### src/rtl/ap_add_sequencer.sv
// Bit-serial associative adder controller: computes B <= A + B in place across all CAM rows at once.
// Latency: CLR + 8*OP_W compare/write cycles + DONE, so 2+8*OP_W cycles from the accepted start. There is no backpressure; start is ignored while busy.
module ap_add_sequencer #(
   parameter int N_ROWS        = 8,
   parameter int OP_W          = 4,
   parameter int RAM_ADDR_BITS = 1
) (
   input  logic                     clka,
   input  logic                     rst,
   input  logic                     start,
   input  logic [RAM_ADDR_BITS-1:0] row_addr,
   output logic                     busy,
   output logic                     done,
   output logic [RAM_ADDR_BITS-1:0] cam_addr,
   output logic [2*OP_W:0]          cam_key,
   output logic [2*OP_W:0]          cam_mask,
   output logic [2*OP_W:0]          cam_dina,
   output logic [N_ROWS-1:0]        cam_wea,
   input  logic [N_ROWS-1:0]        cam_match,
   output logic [N_ROWS-1:0]        tag
);
   localparam int WORD_W = 2*OP_W + 1;
   localparam int C_POS  = 2*OP_W;
   localparam int BIT_W  = (OP_W > 1) ? $clog2(OP_W) : 1;

   typedef enum logic [2:0] {IDLE, CLR, CMP, WR, DONE} state_t;

   state_t           state, state_nxt;
   logic [BIT_W-1:0] bit_cnt;
   logic [1:0]       pass_cnt;
   logic             last_step;
   logic [2:0]       pat_key;
   logic [1:0]       pat_new;
   logic [WORD_W-1:0] c_m, b_m, a_m;

   assign last_step = (pass_cnt == 2'd3) && (bit_cnt == BIT_W'(OP_W-1));

   always_ff @(posedge clka) begin
      if (rst) state <= IDLE;
      else     state <= state_nxt;
   end

   always_comb begin
      state_nxt = state;
      case (state)
         IDLE:    if (start) state_nxt = CLR;
         CLR:     state_nxt = CMP;
         CMP:     state_nxt = WR;
         WR:      state_nxt = last_step ? DONE : CMP;
         DONE:    state_nxt = IDLE;
         default: state_nxt = IDLE;
      endcase
   end

   always_ff @(posedge clka) begin
      if (rst) begin
         bit_cnt  <= '0;
         pass_cnt <= '0;
         tag      <= '0;
         cam_addr <= '0;
      end else begin
         case (state)
            IDLE: begin
               bit_cnt  <= '0;
               pass_cnt <= '0;
               if (start) cam_addr <= row_addr;
            end
            CMP: tag <= cam_match;
            WR: if (!last_step) begin
               pass_cnt <= pass_cnt + 2'd1;
               if (pass_cnt == 2'd3) bit_cnt <= bit_cnt + 1'b1;
            end
            default: ;
         endcase
      end
   end

   // Pass order keeps any rewritten row from matching a later pattern in the same bit.
   always_comb begin
      pat_key = 3'b011;
      pat_new = 2'b10;
      case (pass_cnt)
         2'd0: begin pat_key = 3'b011; pat_new = 2'b10; end
         2'd1: begin pat_key = 3'b001; pat_new = 2'b01; end
         2'd2: begin pat_key = 3'b100; pat_new = 2'b01; end
         2'd3: begin pat_key = 3'b110; pat_new = 2'b10; end
         default: ;
      endcase
   end

   assign c_m = WORD_W'(1) << C_POS;
   assign b_m = WORD_W'(1) << (OP_W + int'(bit_cnt));
   assign a_m = WORD_W'(1) << bit_cnt;

   always_comb begin
      busy     = 1'b0;
      done     = 1'b0;
      cam_key  = '0;
      cam_mask = '0;
      cam_dina = '0;
      cam_wea  = '0;
      case (state)
         CLR: begin
            busy     = 1'b1;
            cam_mask = c_m;
            cam_wea  = '1;
         end
         CMP: begin
            busy     = 1'b1;
            cam_mask = c_m | b_m | a_m;
            cam_key  = ({WORD_W{pat_key[2]}} & c_m) | ({WORD_W{pat_key[1]}} & b_m)
                     | ({WORD_W{pat_key[0]}} & a_m);
         end
         WR: begin
            busy     = 1'b1;
            cam_mask = c_m | b_m;
            cam_dina = ({WORD_W{pat_new[1]}} & c_m) | ({WORD_W{pat_new[0]}} & b_m);
            cam_wea  = tag;
         end
         DONE: done = 1'b1;
         default: ;
      endcase
   end
endmodule
### config.mk
export PLATFORM = sky130hd
export DESIGN_NAME = ap_add_sequencer
export DESIGN_NICKNAME = d
export VERILOG_FILES = /design/src/rtl/ap_add_sequencer.sv
export SDC_FILE = /design/constraint.sdc
export NUM_CORES = 1
export LEC_CHECK = 0
export ABC_AREA = 1
export ABC_CLOCK_PERIOD_IN_PS = 1300
export BUFFER_PORTS_ARGS = -buffer_cell sky130_fd_sc_hd__clkbuf_2
export CAP_MARGIN = 0
export CORE_MARGIN = 2
export CORE_UTILIZATION = 39
export DETAILED_ROUTE_END_ITERATION = 7
export GPL_ROUTABILITY_DRIVEN = 0
export MAX_ROUTING_LAYER = met4
export PLACE_DENSITY = 0.78
export SLEW_MARGIN = 5
export SYNTH_ARGS = -nofsm -noshare
export SYNTH_HDL_FRONTEND = slang
export SYNTH_SLANG_ARGS = --single-unit
### constraint.sdc
create_clock -name clka -period 1.3 [get_ports clka]
set_input_delay 0.26 -clock clka [delete_from_list [all_inputs] [get_ports clka]]
set_output_delay 0.26 -clock clka [all_outputs]
set_load 0.1 [all_outputs]
==> results of run 1 <==
kinds of logic after synthesis:
logic type,after synthesis,share of synthesized area [%]
AND/OR/NAND/NOR,92,37.9
adder cells (fa/ha/maj),8,10.0
buffers and inverters,24,12.2
flip-flops,16,32.0
AO/OA/AOI/OAI,15,7.50
other,1,0.375
metrics by stage:
step	hold slack, ps	instances	area, µm²	worst slack [ps]	setup TNS [ps]
global placement	482	259	2430	-336	-3170
floorplan	325	159	1320	-635	-13110
==> results.md, run 1 <==
Floorplan:
- The cell row count is 18.
- The floorplan step set the die height to 54.7 µm.
- The starting density of the core is 40.8%.
- The die is 54.7 µm wide.
- The top-level port count is 58.

Synth:
- Sorting the synthesized cells by how often they occur yields 60 x sky130_fd_sc_hd__nor2_1, 16 x sky130_fd_sc_hd__dfxtp_1, 15 x sky130_fd_sc_hd__inv_1, 14 x sky130_fd_sc_hd__nand2_1, 12 x sky130_fd_sc_hd__o21ai_0.
- The count of state elements after synthesis is 16.
- The mapped netlist covers 1000 µm².
- The mean instance size in the synthesized netlist is 6.42 µm².
- The sequential-to-total area share from yosys stat is 32.0%.
- The cell count after synthesis came out at 156.
- The count of flip-flops with a built-in enable after synthesis is 0.
- Of all cell types, the one taking the most synthesized area is sky130_fd_sc_hd__dfxtp_1.
- The dominant synthesized flop cell is sky130_fd_sc_hd__dfxtp_1.
- Ranked by total cell area, the synthesized netlist is headed by sky130_fd_sc_hd__dfxtp_1 32%, sky130_fd_sc_hd__nor2_1 23%, sky130_fd_sc_hd__ha_1 10%.
- The netlist uses 19 different library cells.
- The library cell with the highest instance count after synthesis is sky130_fd_sc_hd__nor2_1.
- The Yosys warning count is 0.
- The share of Yosys cell area claimed by the top area cell type is 32.0%.
- The share of async-settable or async-resettable flops after synthesis is 0%.

Status:
- The tool reported: "[ERROR DPL-0033] detailed placement checks failed during check placement".
- The flow did not finish.
- The flow stopped in detailed placement (3_5_place_dp).

Placed design:
- During placement, the flow inserted port buffers numbering 53.
- The half-perimeter wire length after detailed placement is 4.36 mm.
==> run 2, diff against run 1 <==
- ABC_CLOCK_PERIOD_IN_PS: 1300 -> 1700
- CORE_UTILIZATION: 39 -> 25
- MAX_ROUTING_LAYER: met4 -> not set
- PLACE_DENSITY: 0.78 -> not set
- PLACE_DENSITY_LB_ADDON: not set -> 0.15
- clock period: 1.3 -> 1.7 ns (I/O delays scaled with it)
==> results.md, run 2 <==
Status:
- Status: finished with violations (was aborted with a tool error).
- The final reports fail on setup timing.

Finish:
- The filler cell count in the final layout is 293.
- The fraction of final layout cells sized beyond drive strength 1 is 68.1%.
- The count of cells in the finished layout, fillers not included, comes to 283.
- The register with the most flip-flops in the layout has 8 of them.
- The largest registers in the layout are tag x8, state x3.
- At the end of the flow the core is filled with cells to 68.2%.
- The register ranked first by flip-flop count is tag.
- The most common library cell in the layout ignoring fill and taps is sky130_fd_sc_hd__buf_12.
- The library cells used most frequently in the layout, excluding fill and tap cells, are 39 x sky130_fd_sc_hd__buf_12, 34 x sky130_fd_sc_hd__nor2_1, 25 x sky130_fd_sc_hd__nor2_4.
- Relative to the synthesized area, the layout overhead comes to 155%.
- The final antenna diode count is 0.
- The number of nets in the finished design is 256.

Critical path:
- The critical path in this run is classified as reg2out.
- The destination of the worst register-to-register timing path is tag[5]$_SDFFE_PP0N_.
- The reg2reg setup slack is 270 ps.
- Data arrives at the worst endpoint at 1450 ps.
- Of all nets on the critical path, the largest fanout is 5.
- In this run the critical register-to-register path is launched from state[2]$_SDFFE_PP0P_.
- For the worst flop-to-flop path, the logic depth is 10.
- The startpoint of the worst setup timing path is bit_cnt[0]$_SDFFE_PP0P_.
- The kind of end point of the critical path is an output pin.
- STA puts the critical path data required time at 1360 ps.
- The critical path ends at cam_key[0].
- The kind of launch point of the worst setup path is a flip-flop.

Floorplan:
- The horizontal extent of the die is 67.3 µm (was 54.7 µm).
- The cell row count is 22 (was 18).
- The starting density of the core is 26.7% (was 40.8%).
- The vertical die dimension came to 67.3 µm (was 54.7 µm).
- The top-level port count is 58 (unchanged).
- The die outline area is 4530 µm².
- The core region is 3740 µm².

Detailed routing:
- The routed via count is 1267.
- In the routed design, unresolved DRC markers number 0.
- The routed wirelength normalized by instance count is 13.7 µm.
- Before antenna repair, the detailed router went through 4 iterations.
- The final wirelength is 3.88 mm.
- The residual antenna-violating net count after detailed routing is 0.
- The detailed router's first-iteration violation count is 43.
- Using the TritonRoute via totals, the vias-per-cell ratio works out to 4.48.

Global routing:
- The largest net degree at the start of global routing is 13.
- The number of antenna violations at the first check in global routing is 0.
- The first global-routing pass estimated 6.02 mm of wire.
- The total grt overflow is 0.
- The number of global-route vias before repair is 1218.
- For this run, the total global-route usage over all layers was measured as 18.2%.

Placed design:
- The number of buffer cells added on primary ports is 53 (unchanged).
- The half-perimeter wire length after detailed placement is 2.68 mm (was 4.36 mm).
- The placed instance count is 263.

CTS:
- The clock edge transition at the registers on the reported setup and hold paths is 60 ps.
- TritonCTS built the clock tree.
- The maximum clock insertion buffer count is 2.
- In this run the number of H-tree levels came out at 1.
- Clock tree synthesis selected as its root buffer the cell sky130_fd_sc_hd__clkbuf_8.
- The clock net in this run drives a total of 16 sinks.
- The CTS buffer count is 3.
- The later-pin clock latency in the skew report is 260 ps.

STA:
- After layout, the worst setup slack is -92.4 ps.
- Headroom to the max-slew limit came out at 63.7%.
- Based on the critical path, the design can be clocked at up to 0.558 GHz.
- The number of hold violations in the final report came to 0.
- Setup repair after global routing could not meet its margin everywhere.
- The worst path uses 105% of the clock period.
- The worst-case clock skew is 2.37 ps.
- The number of endpoints failing setup at the final stage is 16.
- The max-slew violation count is 0.
- Counting I/O delays and the setup requirement, the final critical path takes 1790 ps.
- At the pin with the least slew margin, the transition time is 546 ps.

Synth:
- The count of flip-flops with a built-in enable after synthesis is 0 (unchanged).
- The share of async-settable or async-resettable flops after synthesis was 0% (unchanged).
- The dominant synthesized flop cell is sky130_fd_sc_hd__dfxtp_1 (unchanged).
- The share of Yosys cell area claimed by the top area cell type came to 32.0% (unchanged).
- Cell types occupying the most area after synthesis: sky130_fd_sc_hd__dfxtp_1 32%, sky130_fd_sc_hd__nor2_1 23%, sky130_fd_sc_hd__ha_1 10% (unchanged).
- The gate count after technology mapping is 156 (unchanged).
- Cell types with the highest counts after synthesis: 60 x sky130_fd_sc_hd__nor2_1, 16 x sky130_fd_sc_hd__dfxtp_1, 15 x sky130_fd_sc_hd__inv_1, 14 x sky130_fd_sc_hd__nand2_1, 12 x sky130_fd_sc_hd__o21ai_0 (unchanged).
- The sequential-to-total area share from yosys stat is 32.0% (unchanged).
- The mean instance size in the synthesized netlist is 6.42 µm² (unchanged).
- The number of distinct library cells after synthesis came to 19 (unchanged).
- The Yosys warning count is 0 (unchanged).
- The post-synth design cell area is 1000 µm² (unchanged).
- The count of state elements after synthesis came to 16 (unchanged).
- The library cell with the largest summed area after synthesis is sky130_fd_sc_hd__dfxtp_1 (unchanged).
- The library cell with the highest instance count after synthesis is sky130_fd_sc_hd__nor2_1 (unchanged).

Power:
- The largest voltage drop on the vdd net is 653 µV.
- The leakage power is 0.00106 µW.
- Power spread over the standard cell area amounts to 750 nW/µm².

Flow run:
- Across the run, the number of max-cap violations was 0.

Hold path:
- The class of the tightest hold or removal check is in2reg.
- The start point of the worst hold path is rst.
-- run 2: cell counts after synthesis --
No cell type changed its count.
-- run 2: layout make-up --
type / instances / area [µm²] / share of cell area (%)
sequential: 16 / 349 / 13.7
tap: 48 / 60.1 / 2.35
clock buffer: 4 / 55.1 / 2.15
timing repair inverter: 2 / 32.5 / 1.27
multi-input combinational: 119 / 926 / 36.2
inverter: 17 / 87.6 / 3.43
timing repair buffer: 77 / 1040 / 40.9
-- run 2: how the worst min path moves through the flow --
| stage | to | slack, ps | cells past startpoint |
|---|---|---|---|
| global route | tag[6]$_SDFFE_PP0N_ | 310 | 3 |
| floorplan | state[1]$_SDFFE_PP0P_ | 400 | 1 |
| finish | state[1]$_SDFFE_PP0P_ | 310 | 2 |
| detailed placement | cam_addr$_SDFFE_PP0P_ | 460 | 2 |
| global placement | cam_addr$_SDFFE_PP0P_ | 460 | 2 |
| CTS | tag[4]$_SDFFE_PP0N_ | 300 | 3 |
-- run 2: through the flow --
step,hold WS [ps],setup TNS [ps],power (µW),worst slack (ps),area [µm²]
2_1_floorplan,405,-4820,1160,-321,1300
6_report,307,-1200,1920,-92.4,2550
4_1_cts,300,-1230,1900,-109,2480
3_5_place_dp,460,-138,1460,-48.6,2170
3_3_place_gp,457,-79.4,1450,-20.7,2170
5_1_grt,313,-2410,1990,-157,2550
-- run 2: what timing repair did --
action | CTS | global route
gates resized for setup | 41 | 10
pin swaps | 11 | 8
setup buffers | 12 | 2
gates cloned | 2 | 1
setup endpoints to repair | 24 | 32
hold buffers | 0 | 0
-- run 2: worst max-delay path, stage by stage (launching register included) --
cell and delay [ps]:
sky130_fd_sc_hd__dfxtp_4 370, sky130_fd_sc_hd__inv_2 70, sky130_fd_sc_hd__ha_1 160, sky130_fd_sc_hd__inv_2 50, sky130_fd_sc_hd__buf_12 140, sky130_fd_sc_hd__nor3_4 210
sky130_fd_sc_hd__buf_12 200
-- run 2: kinds of logic (layout without fill, tap and decap cells) --
logic type,Yosys count,after routing,synth area share (%)
other cells,1,4,0.375
flops,16,16,32.0
fa+ha+maj,8,8,10.0
compound gates,15,15,7.50
buf+inv,24,100,12.2
simple gates,92,92,37.9
-- run 2: routing by layer --
layer | vias to the layer above | share of wire (%) | track usage (%)
met4 | 0 | 1.8 | 6.12
met5 | - | 0 | 0
met1 | 585 | 39 | 21.0
li1 | 636 | - | -
met2 | 37 | 53 | 32.1
met3 | 9 | 6.1 | 5.17
-- run 2: where the power goes --
part           internal (µW)  leakage (µW)  total (µW)  switching (µW)
registers                410      0.000138         448            37.9
logic                    365      0.000897        1120             755
clock network            206     0.0000288         349             143
total                    981       0.00106        1920             936
Power figures use the tool's default switching activity.
